**src/rtl/alu_pkg.sv**
```systemverilog
// ---------------------------------------------------------------------------
// alu_pkg
// Shared definitions for the ALU and its sequential multiplier.
//   MULT_WIDTH   : default operand width of the multiplier
//   ALUOP_MUL    : ALU opcode whose mux input is fed by mult32_seq.result
//   mult_state_e : multiplier control states (IDLE / RUN / DONE)
// ---------------------------------------------------------------------------
package alu_pkg;

  localparam int MULT_WIDTH = 32;

  localparam logic [2:0] ALUOP_MUL = 3'b010;

  typedef enum logic [1:0] {
    ST_IDLE = 2'd0,
    ST_RUN  = 2'd1,
    ST_DONE = 2'd2
  } mult_state_e;

endpackage

```
**src/rtl/mult_step.sv**
```systemverilog
// ---------------------------------------------------------------------------
// mult_step
// One combinational iteration of the shift-add unsigned multiplier.
//   acc_i      : running partial product (2*WIDTH)
//   mcand_i    : multiplicand, already shifted to the current bit weight (2*WIDTH)
//   mplier_i   : remaining multiplier bits, LSB is the bit being consumed (WIDTH)
//   acc_o      : acc_i + mcand_i when mplier_i[0] is set, else acc_i
//   mcand_o    : mcand_i shifted left by one
//   mplier_o   : mplier_i shifted right by one
// ---------------------------------------------------------------------------
module mult_step #(
  parameter int WIDTH = 32
) (
  input  logic [2*WIDTH-1:0] acc_i,
  input  logic [2*WIDTH-1:0] mcand_i,
  input  logic [WIDTH-1:0]   mplier_i,
  output logic [2*WIDTH-1:0] acc_o,
  output logic [2*WIDTH-1:0] mcand_o,
  output logic [WIDTH-1:0]   mplier_o
);

  // The accumulator is 2*WIDTH wide and the full product of two WIDTH-bit
  // unsigned values fits in it, so the add never needs a carry out.
  always_comb begin
    acc_o    = mplier_i[0] ? (acc_i + mcand_i) : acc_i;
    mcand_o  = mcand_i << 1;
    mplier_o = mplier_i >> 1;
  end

endmodule

```
**src/rtl/mult32_seq.sv**
```systemverilog
// ---------------------------------------------------------------------------
// mult32_seq
// Sequential shift-add unsigned multiplier serving the ALU multiply slot.
// A one-cycle start captures a/b; WIDTH iterations later done pulses and
// product/result hold the new value until the next completion.
//   clk     : clock, all state on rising edge
//   rst_n   : asynchronous active-low reset
//   start   : request, honoured only in IDLE or DONE
//   a, b    : operands, captured on an accepted start
//   busy    : high while iterating
//   done    : one-cycle pulse when product/result are updated
//   product : full 2*WIDTH unsigned product
//   result  : low WIDTH bits of product (ALU aluop 010 input)
// ---------------------------------------------------------------------------
module mult32_seq
  import alu_pkg::*;
#(
  parameter int WIDTH = MULT_WIDTH
) (
  input  logic               clk,
  input  logic               rst_n,
  input  logic               start,
  input  logic [WIDTH-1:0]   a,
  input  logic [WIDTH-1:0]   b,
  output logic               busy,
  output logic               done,
  output logic [2*WIDTH-1:0] product,
  output logic [WIDTH-1:0]   result
);

  localparam int              CW   = $clog2(WIDTH);
  localparam logic [CW-1:0]   LAST = CW'(WIDTH - 1);

  mult_state_e        state_q;
  logic               busy_q;
  logic               done_q;
  logic [2*WIDTH-1:0] product_q;
  logic [2*WIDTH-1:0] acc_q;
  logic [2*WIDTH-1:0] mcand_q;
  logic [WIDTH-1:0]   mplier_q;
  logic [CW-1:0]      count_q;

  logic [2*WIDTH-1:0] acc_d;
  logic [2*WIDTH-1:0] mcand_d;
  logic [WIDTH-1:0]   mplier_d;

  mult_step #(
    .WIDTH (WIDTH)
  ) u_step (
    .acc_i    (acc_q),
    .mcand_i  (mcand_q),
    .mplier_i (mplier_q),
    .acc_o    (acc_d),
    .mcand_o  (mcand_d),
    .mplier_o (mplier_d)
  );

  always_ff @(posedge clk or negedge rst_n) begin
    if (!rst_n) begin
      state_q   <= ST_IDLE;
      busy_q    <= 1'b0;
      done_q    <= 1'b0;
      product_q <= '0;
      acc_q     <= '0;
      mcand_q   <= '0;
      mplier_q  <= '0;
      count_q   <= '0;
    end else begin
      done_q <= 1'b0;
      case (state_q)
        // DONE behaves like IDLE for start acceptance, which gives
        // back-to-back operations without an idle bubble.
        ST_IDLE, ST_DONE: begin
          if (start) begin
            state_q  <= ST_RUN;
            busy_q   <= 1'b1;
            acc_q    <= '0;
            mcand_q  <= {{WIDTH{1'b0}}, a};
            mplier_q <= b;
            count_q  <= '0;
          end else begin
            state_q <= ST_IDLE;
            busy_q  <= 1'b0;
          end
        end

        ST_RUN: begin
          acc_q    <= acc_d;
          mcand_q  <= mcand_d;
          mplier_q <= mplier_d;
          count_q  <= count_q + CW'(1);
          // The last iteration's sum goes straight to product so done
          // lines up with the WIDTH-th iteration edge.
          if (count_q == LAST) begin
            state_q   <= ST_DONE;
            busy_q    <= 1'b0;
            done_q    <= 1'b1;
            product_q <= acc_d;
          end
        end

        default: begin
          state_q <= ST_IDLE;
          busy_q  <= 1'b0;
        end
      endcase
    end
  end

  assign busy    = busy_q;
  assign done    = done_q;
  assign product = product_q;
  assign result  = product_q[WIDTH-1:0];

endmodule

```
**config.mk**
```make
export PLATFORM = sky130hd
export DESIGN_NAME = mult32_seq
export DESIGN_NICKNAME = d
export VERILOG_FILES = /design/src/rtl/alu_pkg.sv /design/src/rtl/mult_step.sv /design/src/rtl/mult32_seq.sv
export SDC_FILE = /design/constraint.sdc
export NUM_CORES = 1
export LEC_CHECK = 0
export BUFFER_PORTS_ARGS = -buffer_cell sky130_fd_sc_hd__buf_4
export CORE_MARGIN = 5
export CORE_UTILIZATION = 55
export CTS_BUF_LIST = sky130_fd_sc_hd__clkbuf_8
export CTS_CLUSTER_DIAMETER = 150
export DETAILED_ROUTE_END_ITERATION = 8
export PLACE_DENSITY = 0.79
export SYNTH_ARGS = -nofsm -noshare
export SYNTH_HDL_FRONTEND = slang
export SYNTH_SLANG_ARGS = --single-unit
```
**constraint.sdc**
```tcl
create_clock -name clk -period 2.8 [get_ports clk]
set_clock_uncertainty 0.15 [all_clocks]
set_input_delay 0.14 -clock clk [delete_from_list [all_inputs] [get_ports clk]]
set_output_delay 0.14 -clock clk [all_outputs]
set_load 0.05 [all_outputs]
```
After elaboration in Yosys (flattened, before gate mapping)
Index checks and enable logic that the tools add are counted.
{"block": "op_classes", "mux": 17, "n_reduce_logical": 5, "eq_ne": 5, "addsub": 2}
{"op": "64-bit case mux with 2 select lines", "n": 2}
{"op": "64-bit two-way mux", "n": 3}
{"op": "64-bit adder", "n": 1}
{"op": "32-bit case mux with 2 select lines", "n": 1}
{"op": "32-bit two-way mux", "n": 1}
{"op": "5-bit case mux with 2 select lines", "n": 1}
{"op": "5-bit by 1-bit adder with 5-bit output (second input constant)", "n": 1}
{"op": "5-bit equality test (second input constant)", "n": 1}
{"op": "1-bit two-way mux", "n": 5}
{"op": "5-bit two-way mux", "n": 1}
{"op": "2-bit != test (second input constant)", "n": 2}
{"op": "2-bit case mux with 2 select lines", "n": 1}
{"op": "2-bit AND reduction", "n": 2}
{"op": "2-bit by 1-bit equality test with 1-bit output (second input constant)", "n": 1}
{"op": "2-bit equality test (second input constant)", "n": 1}
{"op": "2-bit zero test", "n": 1}
{"op": "2-bit two-way mux", "n": 1}
{"op": "1-bit case mux with 2 select lines", "n": 1}
{"op": "2-bit nonzero test", "n": 1}
{"op": "2-bit OR reduction", "n": 1}
{"block": "word_totals", "elab_cells": 37, "in_bits": 67, "out_inout_bits": 98, "ff_bits": 233}

Logic depth before layout (Yosys ltp)
Gate-level depths: netlist (run 1).
{"block": "logic_depth", "ltp_word": 4, "ltp_mapped": 13, "depth_no_buf": 13}

Hierarchy
Synthesis (run 1) repeated with hierarchy kept, for this count alone.
{"block": "hier_totals", "cells_unflattened": 1525, "area_unflattened_um2": 14791.7}
{"mod": "mult32_seq", "cells_per_inst": 763, "n_inst": 1, "area_each_um2": 9415.3, "seq_area_each_um2": 5830.6}
{"mod": "mult_step", "cells_per_inst": 762, "n_inst": 1, "area_each_um2": 5376.4, "seq_area_each_um2": 0.0}

Worst setup path after synthesis (run 1)
Ideal clock, no wire load.
{"block": "synth_timing", "path_kind": "reg-to-reg", "startpoint": "register acc_q[0]", "endpoint": "register product_q[56] (netlist: product[56])", "arrival_ns": 2.802, "n_path_buf": 0, "stages_incl_launch_ff": 14, "setup_slack_ns": -0.252, "setup_ns": 0.099, "required_ns": 2.551, "synth_period_minus_slack_ns": 3.052, "cell_sequence": "dfrtp_1 > ha_1 > inv_1 > fa_1 > nand2b_1 > a21oi_2 > o21a_1 > o211ai_2 > a211o_1 > a41oi_2 > a41oi_2 > o21ba_1 > xor2_1 > a311oi_1"}
{"block": "synth_between", "elab_chain_cells": 2}
{"item": "from (decl)", "line": "mult32_seq.sv:38", "text": "logic [2*WIDTH-1:0] acc_q;"}
{"item": "from (signal assigned)", "line": "mult32_seq.sv:64", "text": "acc_q <= '0;"}
{"item": "from (signal assigned)", "line": "mult32_seq.sv:77", "text": "acc_q <= '0;"}
{"item": "from (signal assigned)", "line": "mult32_seq.sv:88", "text": "acc_q <= acc_d;"}
{"item": "64-bit adder", "line": "mult_step.sv:25", "text": "acc_o = mplier_i[0] ? (acc_i + mcand_i) : acc_i;"}
{"item": "64-bit two-way mux", "line": "mult_step.sv:25"}
{"item": "to (signal assigned)", "line": "mult32_seq.sv:63", "text": "product_q <= '0;"}
{"item": "to (signal assigned)", "line": "mult32_seq.sv:98", "text": "product_q <= acc_d;"}
{"item": "to (decl)", "line": "mult32_seq.sv:37", "text": "logic [2*WIDTH-1:0] product_q;"}
Every way passes these cells.
A chain may end at the register's enable or synchronous reset.

Worst setup path in the final report (run 1)
{"block": "layout_timing", "startpoint": "register acc_q[26]", "endpoint": "register product_q[61] (netlist: product[61])"}
The elaborated chain is that of the path after synthesis.

==> flow_metrics.py, run 1 <==
metrics = {
    "cts": {
        "clkLatencyLatePin_ns": 0.57,
        "cts_tree": "yes",
        "clockRootBuffer": "clkbuf_8",
        "cts.sink_count": 232,
        "cts-htree-levels": 2,
        "cts_buffers": 40,
        "clock_path_buffers": 3,
        "clock_transition_at_path_regs_ns": 0.07,
    },
    "power": {
        "power_density_mw_per_mm2": 1472,
        "worst_ir_drop_vdd_mv": 0.7289,
        "power.internal_uw": 14190,
        "cellLeakagePower_uw": 0.009061,
        "p_sw_uw": 13110,
        "comb_power_share_pct": 66.1,
        "seq_power_share_pct": 21.8,
        "clkPwrFrac_pct": 12.1,
        "swShare_pct": 48.01,
    },
    "final_layout": {
        "final_cell_mix": "402 x buf_4, 276 x nand2_1, 231 x dfrtp_1",
        "postLayoutCoreUtil_pct": 76.92,
        "area_growth_pct": 38.82,
        "most_common_cell_after_layout_fill_and_taps_aside": "buf_4",
        "finish.instance_area_mm2": 0.01854,
        "finish.net_count": 2006,
        "final_layout_size_suffix_gt1_share_pct": 30.95,
        "num_antenna_cells": 0,
    },
    "critical_path": {
        "max_stage_delay_ns": 0.39,
        "critical_path.endpoint_type": "flop",
        "critical_r2r_launch": "acc_q[26]",
        "regToRegSetupSlack_ns": -0.32,
        "worst_setup_path_start_kind": "flop",
        "crit_path_frequent_cell": "o21ai_4",
        "ordered_cell_list_for_the_critical_path": "ha_1 > and2_1 > a221o_1 > nor2_1 > nand3_2 > o21ai_4 > o21ai_4 > a41oi_4 > o211ai_1 > or3_1 > nand3_1",
        "r2r_end": "product[61]",
        "reg2reg_depth": 11,
        "critical_path_type": "flop to flop",
        "required_time_of_the_critical_path_ns": 3.15,
        "timing.critical_path.arrival_ns": 3.47,
        "critical_path.top_delay_family": "compound AO/OA/AOI/OAI gates",
        "timing.critical_path.slowest_stage_cell": "dfrtp_1",
        "worst-path-max-fanout": 4,
        "crit_buf_inv": 0,
        "crit_start": "acc_q[26]",
    },
    "sta": {
        "slew_headroom_pct": 39.05,
        "final_critical_path_setup_slack_ns": -0.3168,
        "max_fclk_mhz": 320.8,
        "final_report_max_slew_violation_count": 0,
        "total_count_of_hold_check_failures_in_the_final_report": 0,
        "setup_viol": 63,
        "layout_min_cycle_time_ns": 3.117,
        "grt_setup_unrepaired": "yes",
        "final.hold.worst_slack_ns": 0.02965,
        "final.period_utilization_pct": 111.3,
        "tightest_slew_ns": 0.9143,
    },
    "synthesis": {
        "synth_compound_area_share_pct": 22.75,
        "synth_top_family_by_area": "compound AO/OA/AOI/OAI gates",
        "synthSimpleGateAreaFrac_pct": 15.55,
        "post_synth_inst_count": 1476,
        "post_synth_xor_area_fraction_pct": 3.934,
        "synth_adder_area_share_pct": 6.238,
        "ys_async_sr_fraction_pct": 100.0,
        "synthDistinctLibCells": 71,
        "synth_sequential_area_ratio_pct": 43.46,
        "ys_ff_latch": 232,
        "synth_warnings": 0,
        "post_synth_mux_area_share_pct": 2.417,
        "synth_fp_nets": 1609,
        "synth_area_mm2": 0.01336,
        "synth_area_per_cell_um2": 9.050,
        "synth-edff-count": 0,
        "ys_dominant_reg_cell": "dfrtp_1",
    },
    "global_route": {
        "grt_start_max_net_pins": 83,
        "grt_overflow_total": 0,
        "grt_pass1_wl_um": 68120,
        "gr-usage-all-layers_pct": 29.31,
        "first_global_vias": 13329,
        "initial_antenna_violation_count": 0,
    },
    "routing": {
        "drt_first_pass_iters": 6,
        "totalWireLength_um": 42960,
        "drt-vias-per-instance": 6.028,
        "detail-route-antenna-nets": 0,
        "first_iter_violations": 1494,
        "m1WireLength_um": 16920,
        "routed_len_inst_um": 19.31,
        "uppermost_metal_layer_occupied_by_signal_nets": "met4",
        "num_vias": 13407,
        "drt_drc_violations_left": 0,
        "met3RoutedLength_um": 3466,
        "met2_wirelength_um": 20580,
    },
    "floorplan": {
        "core_region_area_mm2": 0.02411,
        "placementRows": 57,
        "floorplan.die.height_um": 165.8,
        "dieArea_mm2": 0.02750,
        "ioPinCount": 165,
        "die_width_um": 165.8,
        "floorplan.initialDensity_pct": 55.41,
    },
    "placed_design": {
        "dp_slack_ns": -0.2788,
        "globalplace.congestion": 0.9903,
        "dpl.hpwl_um": 26390,
        "postPlaceCellArea_mm2": 0.01616,
        "io_buffers": 164,
    },
    "outcome": {
        "run_status": "finished with violations",
        "violations": "negative setup slack",
    },
    "flow_run": {
        "timing.max_cap.violations": 0,
    },
    "hold_path": {
        "holdCritPathClass": "input pin to asynchronous set/reset pin",
    },
}
## state kept, by name, indices dropped and copies added (netlist names)
name      flops
state_q       2
count_q       5
mplier_q     32
acc_q        64
mcand_q      64
product      64
done          1
## what timing repair did
action	CTS	global route
resized for setup	57	65
setup endpoints to repair	60	87
pin swaps	24	23
hold endpoints to repair	296	0
hold buffers	66	0
buffers inserted	15	17
## cells by family after synthesis
group | Yosys count
flip-flops | 232
AND/OR/NAND/NOR | 477
buffers and inverters | 147
XOR/XNOR | 60
adder cells (fa/ha/maj) | 66
multiplexers | 32
AO/OA/AOI/OAI | 462
## routing by layer
layer,GRT usage [%],vias to the layer above
met3,5.761,177
met5,0,-
met2,49.20,710
met1,37.40,6470
met4,11.98,0
li1,-,6050
## how the worst max path moves through the flow
stage,endpoint,slack (ns),cells past startpoint
floorplan,product[56],-0.06,13
global placement,product[56],-0.23,13
detailed placement,product[38],-0.28,13
CTS,product[56],-0.31,13
global route,product[34],-0.47,13
finish,product[61],-0.32,11
## metrics by stage
stage / std cells / total power [uW] / TNS (ns)
floorplan: 1476 / 15990 / -0.08420
global placement: 2060 / 21260 / -5.535
detailed placement: 2060 / 21760 / -9.098
CTS: 2210 / 25840 / -7.250
global route: 2224 / 28860 / -20.79
finish: 2224 / 27300 / -11.92
## synth_stat cells, types with 3 or more instances
cell	n	share of area [%]
o211ai_1	12	0.67
buf_1	4	0.11
or3_1	5	0.23
nor3_1	19	0.71
o21ai_0	102	3.8
a22o_1	42	2.8
o21ai_1	41	1.5
a31oi_1	6	0.28
buf_4	33	1.9
clkbuf_8	5	0.52
nand3_1	52	1.9
dfrtp_1	232	43
a41oi_2	4	0.49
a211o_1	4	0.26
o31ai_1	6	0.34
mux2i_1	30	2.2
buf_2	4	0.15
nor2b_1	6	0.28
xor2_1	25	1.6
nand2b_1	8	0.37
nor4_1	3	0.14
clkbuf_1	73	2.1
a221o_1	4	0.30
o21bai_1	11	0.62
ha_1	65	6.1
o2111ai_1	3	0.20
and3_1	19	0.89
o21a_1	21	1.2
a22oi_1	60	3.4
nor2_1	53	1.5
a21oi_1	91	3.4
xnor2_1	35	2.3
a21o_1	29	1.6
nand4_1	20	0.94
inv_1	24	0.67
nand2_1	280	7.9
## worst min-delay path: cells and delay by family
family   cells  cell delay (ns)
buf+inv      3             0.99
## cell type report
cell class / instances / area (um2)
Inverter: 24 / 90.09
Tap cell: 324 / 405.4
Clock inverter: 18 / 140.1
Fill cell: 1502 / 5563
Sequential cell: 232 / 5807
Timing Repair Buffer: 478 / 3874
Clock buffer: 51 / 701.9
Multi-Input combinational cell: 1097 / 7525
## power groups by stage
| stage | logic [uW] | clock network [uW] | registers, uW |
|---|---|---|---|
| after floorplan | 8990 | 0 | 7000 |
| final | 18000 | 3310 | 5950 |
| after CTS | 16600 | 3320 | 5890 |
| after global routing | 19300 | 3490 | 6120 |
| after global placement | 15400 | 0 | 5840 |
| after detailed placement | 15900 | 0 | 5890 |
(Power assumes the default switching activity.)
==> run 2, diff against run 1 <==
==> constraint.sdc (replaced) <==
create_clock -name clk -period 2.5 [get_ports clk]
set_clock_uncertainty 0.15 [all_clocks]
set_input_delay 0.125 -clock clk [delete_from_list [all_inputs] [get_ports clk]]
set_output_delay 0.125 -clock clk [all_outputs]
set_load 0.05 [all_outputs]
==> run 2 against run 1 <==
The run still ends with negative setup slack left; critical path depth up 2; count of clock-buffer cells in the layout down 3; combinational power up 26%; critical path type unchanged; sequential power up 14%; fmax up 0.14%; highest routed layer unchanged; non-clock buffer count up 84.
==> flow_metrics.py, run 2 (synthesis results as in run 1) <==
metrics = {
    "cts": {
        "cts_tree": "yes",
        "clock_transition_at_path_regs_ns": 0.06,
        "clock_path_buffers": 3,
        "cts-htree-levels": 2,
        "cts.sink_count": 232,
        "cts_buffers": 40,
        "clockRootBuffer": "clkbuf_8",
        "clkLatencyLatePin_ns": 0.56,
    },
    "outcome": {
        "run_status": "finished with violations",
        "violations": "negative setup slack",
    },
    "sta": {
        "max_fclk_mhz": 321.3,
        "final.period_utilization_pct": 124.5,
        "setup_viol": 95,
        "grt_setup_unrepaired": "yes",
        "total_count_of_hold_check_failures_in_the_final_report": 0,
        "final_critical_path_setup_slack_ns": -0.6125,
        "slew_headroom_pct": 37.55,
        "tightest_slew_ns": 0.9333,
        "layout_min_cycle_time_ns": 3.112,
        "final_report_max_slew_violation_count": 0,
    },
    "routing": {
        "drt_drc_violations_left": 0,
        "totalWireLength_um": 46110,
        "routed_len_inst_um": 20.00,
        "num_vias": 13844,
        "first_iter_violations": 1439,
        "detail-route-antenna-nets": 0,
        "drt-vias-per-instance": 6.006,
        "drt_first_pass_iters": 6,
    },
    "final_layout": {
        "finish.net_count": 2090,
        "most_common_cell_after_layout_fill_and_taps_aside": "buf_4",
        "final-instance-count-excl-fill": 2305,
        "multi_input_area_mm2": 0.007986,
        "fillers": 1386,
        "final_layout_size_suffix_gt1_share_pct": 36.97,
        "final_cell_mix": "467 x buf_4, 270 x nand2_1, 230 x dfrtp_1",
        "seq_area_mm2": 0.005808,
        "area_growth_pct": 47.08,
    },
    "critical_path": {
        "max_stage_delay_ns": 0.36,
        "timing.critical_path.slowest_stage_cell": "dfrtp_1",
        "ordered_cell_list_for_the_critical_path": "ha_2 > inv_2 > fa_2 > nand2b_4 > a21oi_4 > o21a_1 > o211ai_2 > a211o_1 > a41oi_2 > a41oi_2 > o21ba_1 > xor2_1 > a311oi_1",
        "critical_path_type": "flop to flop",
        "required_time_of_the_critical_path_ns": 2.79,
        "crit_path_frequent_cell": "a41oi_2",
        "worst_setup_path_start_kind": "flop",
        "crit_start": "acc_q[0]",
        "critical_r2r_launch": "acc_q[0]",
        "timing.critical_path.arrival_ns": 3.41,
        "worst-path-max-fanout": 2,
        "critical_path.endpoint_type": "flop",
    },
    "placed_design": {
        "dp_slack_ns": -0.5882,
        "numPlacedInstances": 2118,
        "dpl.hpwl_um": 28180,
        "io_buffers": 164,
        "globalplace.congestion": 0.9228,
    },
    "floorplan": {
        "floorplan.initialDensity_pct": 55.41,
        "floorplan.die.height_um": 165.8,
        "dieArea_mm2": 0.02750,
        "die_width_um": 165.8,
        "placementRows": 57,
        "ioPinCount": 165,
        "core_region_area_mm2": 0.02411,
    },
    "global_route": {
        "grt_pass1_wl_um": 72350,
        "initial_antenna_violation_count": 1,
        "first_global_vias": 14236,
        "grt_overflow_total": 0,
        "gr-usage-all-layers_pct": 31.25,
        "grt_start_max_net_pins": 93,
    },
    "power": {
        "worst_ir_drop_vdd_mv": 0.8794,
        "power_uw": 32960,
        "power_density_mw_per_mm2": 1678,
        "cellLeakagePower_uw": 0.009487,
    },
    "flow_run": {
        "timing.max_cap.violations": 0,
    },
    "hold_path": {
        "holdCritPathClass": "input pin to asynchronous set/reset pin",
    },
}
[run 2: changes by cell type in the layout (fill, tap and decap cells not counted), moves of 8 or more]
cell     change
a21oi_1      -8
a21oi_2      +9
buf_4       +65
buf_6       +17
ha_1        -15
ha_4        +13
o21ai_0     -38
o21ai_1     +31
o21ai_2      +8
[run 2: path summary, 6_finish.rpt]
check	slack, ns	end	cells past startpoint
hold / removal	0.02	mplier_q[16]	3
hold reg to reg	0.33	mplier_q[27]	2
setup / recovery	-0.61	product[56]	13
min in group clk	0.18	mcand_q[28]	4
setup reg to reg	-0.61	product[56]	13
max in group asynchronous	1.20	mplier_q[29]	3
[run 2: routing by layer]
metal  track usage [%]  wire length (um)  vias to the layer above
li1                  -                 -                     6215
met1             40.01             18180                     6737
met2             51.53             22270                      708
met3             6.189              3510                      184
met4             14.24              2140                        0
met5                 0                 0                        -
[run 2: metrics by stage]
stage | setup TNS, ns | util, % | hold slack [ns] | area, um2
after floorplan | -5.088 | - | -0.3206 | 13570
after global placement | -27.26 | 69.40 | -0.1992 | 16730
after detailed placement | -32.78 | 69.40 | -0.1969 | 16730
after CTS | -26.81 | 79.34 | 0.01904 | 19130
after global routing | -48.84 | 81.50 | 0.06571 | 19650
final | -35.46 | 81.50 | 0.01573 | 19650
[run 2: what timing repair did]
action / CTS / global route
setup buffers: 40 / 25
hold endpoints to repair: 303 / 0
cloned: 0 / 0
resized for setup: 152 / 88
hold buffers: 67 / 0
setup endpoints to repair: 99 / 106
pin swaps: 57 / 70
[run 2: layout make-up]
cell class / instances / area share (%)
Antenna cell: 1 / 0.01274
Clock buffer: 48 / 3.363
Clock inverter: 17 / 0.6496
Inverter: 24 / 0.4585
Multi-Input combinational cell: 1097 / 40.65
Sequential cell: 232 / 29.56
Tap cell: 324 / 2.063
Timing Repair Buffer: 562 / 23.24
[run 2: critical path: cells and delay by family (launching register included)]
kind	cells	cell delay (ns)
AOI/OAI and AO/OA	8	1.61
adders and majority gates	2	0.53
DFF	1	0.36
and+or+nand+nor	1	0.16
xor gates and xnor gates	1	0.15
buffers and inverters	1	0.04
[run 2: report_power, final]
part | internal, uW | leakage [uW] | total [uW] | switching [uW]
registers | 5400 | 0.00293 | 6790 | 1380
logic | 9980 | 0.00612 | 22600 | 12600
clock network | 1930 | 0.000439 | 3540 | 1610
